<file path="src/rtl/latency_sequencer_if.sv">
// latency_sequencer_if
//   Signal bundle between the latency sequencer and its surroundings
//   (pattern selector, light sensor, DVI driver, display/LED logic).
//
//   Handshake semantics: there is no ready/backpressure anywhere on this
//   bundle. start and abort are single-cycle requests sampled on the rising
//   clock edge. frame_start is a single-cycle pulse per video frame.
//   light_on is a level. result_valid is a single-cycle qualifier for result.
//   result holds its value between pulses.
//
//   slave  : the sequencer side (consumes requests, produces status/result)
//   master : the environment side (produces requests, consumes status/result)
interface latency_sequencer_if;
  logic        start;
  logic        abort;
  logic        frame_start;
  logic        light_on;
  logic [3:0]  pattern_in;
  logic [3:0]  pattern_out;
  logic        busy;
  logic        result_valid;
  logic [15:0] result;
  logic        timeout;

  modport slave (
    input  start, abort, frame_start, light_on, pattern_in,
    output pattern_out, busy, result_valid, result, timeout
  );

  modport master (
    output start, abort, frame_start, light_on, pattern_in,
    input  pattern_out, busy, result_valid, result, timeout
  );
endinterface

</file>
<file path="src/rtl/latency_sequencer.sv">
// latency_sequencer
//   Display latency measurement controller. On start it takes over the DVI
//   test pattern and runs 2^RUNS_LOG2 dark->flash cycles. Each run counts
//   ticks from the frame boundary where white is shown until the light
//   sensor reports light. The truncated average of the runs is reported.
//
// Ports:
//   clk        system clock (all signals in this domain)
//   resetn     asynchronous active-low reset
//   bus        slave side of latency_sequencer_if:
//                start/abort requests, frame_start pulse, light_on level,
//                pattern_in passthrough, pattern_out, busy, result_valid,
//                result, timeout
//   state_dbg  current FSM state (IDLE=0, DARK=1, FLASH=2, DONE=3)
module latency_sequencer #(
  parameter int         TICK_CYCLES   = 100000,
  parameter int         SETTLE_TICKS  = 200,
  parameter int         TIMEOUT_TICKS = 2000,
  parameter int         RUNS_LOG2     = 3,
  parameter logic [3:0] PAT_BLACK     = 4'd0,
  parameter logic [3:0] PAT_WHITE     = 4'd1
) (
  input  logic                       clk,
  input  logic                       resetn,
  latency_sequencer_if.slave         bus,
  output logic [1:0]                 state_dbg
);

  typedef enum logic [1:0] {
    S_IDLE  = 2'd0,
    S_DARK  = 2'd1,
    S_FLASH = 2'd2,
    S_DONE  = 2'd3
  } state_t;

  localparam int PW = (TICK_CYCLES > 1) ? $clog2(TICK_CYCLES) : 1;
  localparam int AW = 16 + RUNS_LOG2;
  localparam int RW = RUNS_LOG2 + 1;

  localparam logic [PW-1:0] PRESCALE_LAST = PW'(TICK_CYCLES - 1);
  localparam logic [15:0]   SETTLE_T      = 16'(SETTLE_TICKS);
  localparam logic [15:0]   TIMEOUT_T     = 16'(TIMEOUT_TICKS);
  localparam logic [RW-1:0] LAST_RUN      = RW'((1 << RUNS_LOG2) - 1);

  state_t        state, state_n;
  logic [PW-1:0] prescale;
  logic [15:0]   tick;
  logic [AW-1:0] acc;
  logic [RW-1:0] run_cnt;
  logic [15:0]   result_q;
  logic          timeout_q;

  // Control strobes from the next-state logic.
  logic          begin_meas;   // start accepted in IDLE
  logic          restart_cnt;  // entering DARK or FLASH: clear prescaler/tick
  logic          take_sample;  // light seen in FLASH
  logic          finish;       // last sample taken: publish result
  logic          time_out;     // tick limit hit without a sample

  logic [AW-1:0] acc_sum;
  logic          last_run;

  // Sum including the sample of this cycle, so the result published on the
  // transition into DONE already contains the final run.
  assign acc_sum  = acc + AW'(tick);
  assign last_run = (run_cnt == LAST_RUN);

  // --------------------------------------------------------------------
  // State register
  // --------------------------------------------------------------------
  always_ff @(posedge clk or negedge resetn) begin
    if (!resetn) begin
      state <= S_IDLE;
    end else begin
      state <= state_n;
    end
  end

  // --------------------------------------------------------------------
  // Next-state logic. abort wins over every other exit of a busy state.
  // --------------------------------------------------------------------
  always_comb begin
    state_n     = state;
    begin_meas  = 1'b0;
    restart_cnt = 1'b0;
    take_sample = 1'b0;
    finish      = 1'b0;
    time_out    = 1'b0;
    case (state)
      S_IDLE: begin
        if (bus.start && !bus.abort) begin
          state_n     = S_DARK;
          begin_meas  = 1'b1;
          restart_cnt = 1'b1;
        end
      end
      S_DARK: begin
        if (bus.abort) begin
          state_n = S_IDLE;
        end else if (tick >= TIMEOUT_T) begin
          state_n  = S_IDLE;
          time_out = 1'b1;
        end else if (tick >= SETTLE_T && !bus.light_on && bus.frame_start) begin
          state_n     = S_FLASH;
          restart_cnt = 1'b1;
        end
      end
      S_FLASH: begin
        if (bus.abort) begin
          state_n = S_IDLE;
        end else if (bus.light_on) begin
          // A sample in the same cycle as the limit tick still counts.
          take_sample = 1'b1;
          if (last_run) begin
            state_n = S_DONE;
            finish  = 1'b1;
          end else begin
            state_n     = S_DARK;
            restart_cnt = 1'b1;
          end
        end else if (tick >= TIMEOUT_T) begin
          state_n  = S_IDLE;
          time_out = 1'b1;
        end
      end
      S_DONE: begin
        state_n = S_IDLE;
      end
      default: begin
        state_n = S_IDLE;
      end
    endcase
  end

  // --------------------------------------------------------------------
  // Prescaler and tick counter. They run in DARK and FLASH and restart on
  // every entry to either state.
  // --------------------------------------------------------------------
  always_ff @(posedge clk or negedge resetn) begin
    if (!resetn) begin
      prescale <= '0;
      tick     <= '0;
    end else if (restart_cnt) begin
      prescale <= '0;
      tick     <= '0;
    end else if (state == S_DARK || state == S_FLASH) begin
      if (prescale == PRESCALE_LAST) begin
        prescale <= '0;
        // Saturate so the counter can never wrap back below the limit.
        if (tick != 16'hFFFF) begin
          tick <= tick + 16'd1;
        end
      end else begin
        prescale <= prescale + PW'(1);
      end
    end
  end

  // --------------------------------------------------------------------
  // Accumulator, run counter, result and timeout flag
  // --------------------------------------------------------------------
  always_ff @(posedge clk or negedge resetn) begin
    if (!resetn) begin
      acc       <= '0;
      run_cnt   <= '0;
      result_q  <= '0;
      timeout_q <= 1'b0;
    end else begin
      if (begin_meas) begin
        acc     <= '0;
        run_cnt <= '0;
      end else if (take_sample) begin
        acc     <= acc_sum;
        run_cnt <= run_cnt + RW'(1);
      end

      if (finish) begin
        result_q <= acc_sum[AW-1:RUNS_LOG2];
      end

      if (begin_meas) begin
        timeout_q <= 1'b0;
      end else if (time_out) begin
        timeout_q <= 1'b1;
      end
    end
  end

  // --------------------------------------------------------------------
  // Outputs
  // --------------------------------------------------------------------
  always_comb begin
    bus.pattern_out = bus.pattern_in;
    case (state)
      S_IDLE:  bus.pattern_out = bus.pattern_in;
      S_DARK:  bus.pattern_out = PAT_BLACK;
      S_FLASH: bus.pattern_out = PAT_WHITE;
      S_DONE:  bus.pattern_out = PAT_BLACK;
      default: bus.pattern_out = bus.pattern_in;
    endcase
  end

  assign bus.busy         = (state != S_IDLE);
  assign bus.result_valid = (state == S_DONE);
  assign bus.result       = result_q;
  assign bus.timeout      = timeout_q;
  assign state_dbg        = state;

endmodule

</file>
<file path="src/flat_wrapper.sv">
// flat-port wrapper written by rule: the top's interface ports become plain ports
module latency_sequencer_flat 
#(
  parameter int         TICK_CYCLES   = 100000,
  parameter int         SETTLE_TICKS  = 200,
  parameter int         TIMEOUT_TICKS = 2000,
  parameter int         RUNS_LOG2     = 3,
  parameter logic [3:0] PAT_BLACK     = 4'd0,
  parameter logic [3:0] PAT_WHITE     = 4'd1
)
  (clk, resetn, state_dbg, bus_start, bus_abort, bus_frame_start, bus_light_on, bus_pattern_in, bus_pattern_out, bus_busy, bus_result_valid, bus_result, bus_timeout);
  latency_sequencer_if bus_i ();
  input  logic clk;
  input  logic resetn;
  output logic [1:0] state_dbg;
  input wire logic [$bits(bus_i.start)-1:0] bus_start;
  input wire logic [$bits(bus_i.abort)-1:0] bus_abort;
  input wire logic [$bits(bus_i.frame_start)-1:0] bus_frame_start;
  input wire logic [$bits(bus_i.light_on)-1:0] bus_light_on;
  input wire logic [$bits(bus_i.pattern_in)-1:0] bus_pattern_in;
  output wire logic [$bits(bus_i.pattern_out)-1:0] bus_pattern_out;
  output wire logic [$bits(bus_i.busy)-1:0] bus_busy;
  output wire logic [$bits(bus_i.result_valid)-1:0] bus_result_valid;
  output wire logic [$bits(bus_i.result)-1:0] bus_result;
  output wire logic [$bits(bus_i.timeout)-1:0] bus_timeout;
  assign bus_i.start = bus_start;
  assign bus_i.abort = bus_abort;
  assign bus_i.frame_start = bus_frame_start;
  assign bus_i.light_on = bus_light_on;
  assign bus_i.pattern_in = bus_pattern_in;
  assign bus_pattern_out = bus_i.pattern_out;
  assign bus_busy = bus_i.busy;
  assign bus_result_valid = bus_i.result_valid;
  assign bus_result = bus_i.result;
  assign bus_timeout = bus_i.timeout;
  latency_sequencer #(.TICK_CYCLES(TICK_CYCLES), .SETTLE_TICKS(SETTLE_TICKS), .TIMEOUT_TICKS(TIMEOUT_TICKS), .RUNS_LOG2(RUNS_LOG2), .PAT_BLACK(PAT_BLACK), .PAT_WHITE(PAT_WHITE)) u_core (.clk(clk), .resetn(resetn), .bus(bus_i), .state_dbg(state_dbg));
endmodule
</file>
<file path="config.mk">
export PLATFORM = sky130hd
export DESIGN_NAME = latency_sequencer_flat
export DESIGN_NICKNAME = d
export VERILOG_FILES = /design/src/rtl/latency_sequencer_if.sv /design/src/rtl/latency_sequencer.sv /design/src/flat_wrapper.sv
export SDC_FILE = /design/constraint.sdc
export NUM_CORES = 1
export LEC_CHECK = 0
export ABC_AREA = 1
export CORE_AREA = 2 2 91 93
export CTS_BUF_LIST = sky130_fd_sc_hd__clkbuf_4 sky130_fd_sc_hd__clkbuf_8 sky130_fd_sc_hd__clkbuf_16
export CTS_CLUSTER_DIAMETER = 30
export DETAILED_ROUTE_END_ITERATION = 10
export DIE_AREA = 0 0 93 95
export GPL_ROUTABILITY_DRIVEN = 0
export PLACE_DENSITY = 0.95
export SYNTH_ARGS = -nofsm -noshare
export SYNTH_HDL_FRONTEND = slang
export SYNTH_SLANG_ARGS = --single-unit
</file>
<file path="constraint.sdc">
create_clock -name clk -period 3.05 [get_ports clk]
set_input_delay 0.61 -clock clk [delete_from_list [all_inputs] [get_ports clk]]
set_output_delay 0.61 -clock clk [all_outputs]
set_load 0.03 [all_outputs]
</file>
## Word level (Yosys, flattened, before mapping)

Cells that the tools add are included.

- Logic and storage cells: 82
- Input port bits: 10
- Bits in registers: 75
- Output and inout port bits: 25

- Multiplexer cells: 44
- Equality and inequality tests: 9
- Reduce and logical (&&, ||, !) cells: 16
- $lt $le $gt $ge: 2
- $add $sub $neg: 4

Operators by type and width:

| cell | count |
|---|---|
| 16-bit two-way mux | 4 |
| 17-bit two-way mux | 3 |
| 19-bit two-way mux | 2 |
| 1-bit two-way mux | 21 |
| 19-bit by 16-bit adder with 19-bit output | 1 |
| 17-bit by 1-bit adder with 17-bit output, second input constant | 1 |
| 17-bit == test, second input constant | 1 |
| 16-bit by 1-bit adder with 16-bit output, second input constant | 1 |
| 16-bit by 11-bit >= comparator with 1-bit output, second input constant | 1 |
| 16-bit by 8-bit >= comparator with 1-bit output, second input constant | 1 |
| 2-bit two-way mux | 8 |
| 16-bit != test, second input constant | 1 |
| 4-bit one-hot mux with 3 select lines | 1 |
| 2-bit nonzero test | 6 |
| 4-bit two-way mux | 2 |
| 2-bit one-hot mux with 4 select lines | 1 |
| 3-bit AND reduction | 2 |
| 4-bit by 1-bit adder with 4-bit output, second input constant | 1 |
| 2-bit == test, second input constant | 2 |
| 4-bit by 3-bit == test with 1-bit output, second input constant | 1 |
| 4-bit by 2-bit != test with 1-bit output, second input constant | 1 |
| 4-bit by 3-bit != test with 1-bit output, second input constant | 1 |
| 1-bit logical AND | 3 |
| 1-bit one-hot mux with 3 select lines | 1 |
| other kinds (7) | 8 |

## Depth between registers and ports, before layout

- Depth in word-level cells: 9
- Gate-level depth with buffers: 13
- Depth with buffers taken out: 13

## Worst setup path after synthesis

No wires, ideal clock.

- Path kind: register to output
- Start: register u_core.state[0], in the netlist u_core.state_dbg[0]
- End: output port bus_pattern_out[0]
- Cell stages (with the launch flop): 5
- Data arrival time: 1702 ps
- Path slack: 738 ps
- Buffers on the path: 1
- Required time: 2440 ps
- Path through: dfrtp_1 inv_1 ha_1 buf_2 o21ai_0

- Word-level cells in the longest chain between the ends: 3
- Elaborated cells between the ends (all ways): 6
- Those cells by class: eq/ne (3); mux (1); reduce/logical (2)

Ends and longest elaborated chain:

| element | line | source |
|---|---|---|
| from (decl) | latency_sequencer.sv:45 | `state_t state, state_n;` |
| from (signal assigned) | latency_sequencer.sv:75 | `state <= state_n;` |
| 2-bit == test / 2-bit by 1-bit == test with 1-bit output (equally long branches) | latency_sequencer.sv:194 | `case (state)` |
| 2-bit OR reduction (no source line) | - |  |
| 4-bit one-hot mux with 3 select lines * | latency_sequencer.sv:194 |  |
| to (decl) | flat_wrapper.sv:21 | `output wire logic [$bits(bus_i.pattern_out)-1:0] bus_pattern_out;` |

Every way passes the cells marked *; elsewhere a longest branch is shown, timed or not.

## Final worst setup path

Same ends and word-level chain as after synthesis.

==> flow_metrics.tcl <==
set metrics [dict create \
    grt_pass1_wl_um 20400 \
    firstDrtPassIters 5 \
    multi_input_area_sq_um 2660 \
    grtUsageTotal 0.288 \
    grt_pass1_vias 4753 \
    critPathSlowestCell "clkdlybuf4s50_1" \
    synth_top_area_frac 0.381 \
    clk_pin_slew_ns 0.08 \
    worstMarginPinSlew_ns 0.933 \
    grt_setup_unrepaired "no" \
    cp_cell_sequence "inv_1 -> ha_1 -> nand2_1 -> o21ai_0 -> clkdlybuf4s50_1" \
    htree_levels 3 \
    nets 763 \
    crit_arrival_ns 2.10 \
    io_buffers 34 \
    cp-end-kind "output pin" \
    num_rows 33 \
    power_frac_comb 0.286 \
    ff_latch_area_sq_um 1880 \
    layout-drive-gt1-share 0.0723 \
    yosys_warnings 0 \
    hold_viol_final 0 \
    dp_hpwl_um 8430 \
    switching_power_uw 950 \
    die_w_um 93 \
    numCtsBuffers 9 \
    clk-insertion-delay-late_ns 0.36 \
    powerDensity_nw_per_um2 475 \
    cts_root_buffer "clkbuf_8" \
    core_area_sq_um 7930 \
    fin_worst_skew_ns 0.00830 \
    power_frac_clock 0.297 \
    post_drt_via_cell_ratio 5.75 \
    synth_area_sq_um 4930 \
    die_area_sq_um 8840 \
    synth_seq_area_share 0.381 \
    leakagePower_uw 0.00281 \
    synth-seq-cells 75 \
    slowest_delay_ns 0.70 \
    drc 0 \
    cts_num_sinks 75 \
    synth.distinct_cells 42 \
    hold_path.class "in2async" \
    routed_wl_um 11800 \
    synthArstFlopShare 1.00 \
    postCtsHoldBufs 0 \
    swShare 0.360 \
    ys_top_cells_by_area "dfrtp_1 38%, nand2_1 16%, inv_1 6.2%, ha_1 6.1%, nor2_1 5.8%" \
    die_h_um 95 \
    insertedDiodeCount 0 \
    cts_setup_buffers 0 \
    ant_nets 0 \
    total_power_uw 2640 \
    area_growth_syn_to_layout_pct 12.7 \
    postSynthCellCount 689 \
    utilization 0.701 \
    synth_enable_flop_cells 0 \
    netlist_top_cells_count "210 x nand2_1, 82 x inv_1, 76 x nor2_1, 75 x dfrtp_1, 53 x nand3_1" \
    vdd_ir_drop_max_mv 0.675 \
    start_util 0.622 \
    pin_count 35 \
    vias 4819 \
    fin_crit_ns 2.71 \
    yosysTopAreaCell "dfrtp_1" \
    grt_max_degree 76 \
    outcome "completed" \
    setup_viol 0 \
    avgRoutedWirePerCell_um 14.1 \
    antenna_found_initial 0 \
    critPathMaxFanout 9 \
    p_int_uw 1690 \
    fmax_mhz 369 \
    maxCapViolCount 0 \
    worstSetupStartpointType "register" \
    dominantRegCellSynth "dfrtp_1" \
    drtIter0Drc 425 \
    final.fill_count 617 \
    crit_type "reg2out" \
    tns_ns 0 \
    cts_resized 0 \
    tritoncts "built" \
    critPathRequiredTime_ns 2.44 \
    slew_violations 0 \
    yosysMostFrequentCell "nand2_1" \
    clock_path_buffers 2 \
    max_slew_margin 0.378 \
    grt-ovfl-total 0 \
    synth.avg_cell_area_sq_um 7.16 \
    synth_nets 724 \
    p_seq_frac 0.418 \
    fin_crit_sh 0.888 \
]
sequential cells by signal (all words and copies together), names as in the netlist:
signal / cells
u_core.prescale: 17
u_core.bus.result: 16
u_core.run_cnt: 4
u_core.state_dbg: 2
u_core.bus.timeout: 1
u_core.tick: 16
u_core.acc: 19
power groups by stage:
stage               Combinational, uW  Clock [uW]  Sequential (uW)
global placement                  717           0             1110
CTS                               751         790             1100
detailed placement                740           0             1120
global route                      832         839             1110
floorplan                         504           0             1140
finish                            754         784             1100
worst paths after layout:
check | startpoint | end | slack [ns] | cells after the start
min reg2reg | u_core.bus.result[14]$_DFFE_PN0P_ | u_core.bus.result[14]$_DFFE_PN0P_ | 0.48 | 2
max | u_core.state_dbg[0]$_DFFE_PN0P_ | bus_pattern_out[0] | 0.34 | 5
max reg2reg | u_core.tick[0]$_DFFE_PN0P_ | u_core.bus.result[9]$_DFFE_PN0P_ | 0.61 | 10
min in group clk | u_core.bus.result[14]$_DFFE_PN0P_ | u_core.bus.result[14]$_DFFE_PN0P_ | 0.48 | 2
min | resetn | u_core.acc[8]$_DFFE_PN0P_ | 0.38 | 1
max in group asynchronous | resetn | u_core.bus.timeout$_DFFE_PN0P_ | 2.05 | 1
layer usage:
metal | share of wire | GRT usage | wire (um) | vias to the layer above
li1 | - | - | - | 2289
met1 | 0.41 | 0.334 | 4810 | 2279
met2 | 0.51 | 0.516 | 5980 | 209
met3 | 0.055 | 0.0447 | 651 | 42
met4 | 0.032 | 0.147 | 378 | 0
met5 | 0 | 0 | 0 | -
final cells by class:
| cell class | instances | area share |
|---|---|---|
| Clock buffer | 11 | 0.0261 |
| Timing Repair Buffer | 37 | 0.0648 |
| Tap cell | 105 | 0.0236 |
| Clock inverter | 5 | 0.00946 |
| Sequential cell | 75 | 0.338 |
| Multi-Input combinational cell | 518 | 0.479 |
| Inverter | 87 | 0.0592 |
metrics by stage:
step	cell area [sq um]	setup WS (ns)	std cells	hold WS, ns
floorplan	4930	0.738	689	0.314
global placement	5360	0.566	822	0.461
detailed placement	5360	0.567	822	0.466
CTS	5560	0.350	838	0.419
global route	5560	0.223	838	0.473
finish	5560	0.342	838	0.381
placed cells by master, fill, tap and decap left out, types with 12 or more instances in the layout:
master and instances:
inv_1 82, nor2_1 76, nand3_1 53, clkdlybuf4s50_1 33, nor3_1 17, nand2_1 210, xor2_1 12, ha_1 24
dfrtp_1 75, a21oi_1 29, o21ai_0 24
cell families (layout without fill, tap and decap cells):
| kind of cell | after synthesis | count (layout) | synth area share |
|---|---|---|---|
| simple gates | 407 | 407 | 0.366 |
| buf+inv | 96 | 140 | 0.0797 |
| flops | 75 | 75 | 0.381 |
| compound gates | 71 | 71 | 0.0827 |
| fa+ha+maj | 25 | 25 | 0.0649 |
| xor+xnor | 15 | 15 | 0.0266 |
critical path, delay by kind of cell (launching register included):
family	cells	cell delay (ns)
buf+inv	2	0.80
simple gates	1	0.09
flops	1	0.43
fa+ha+maj	1	0.33
compound gates	1	0.09
Power figures use the tool's default switching activity.
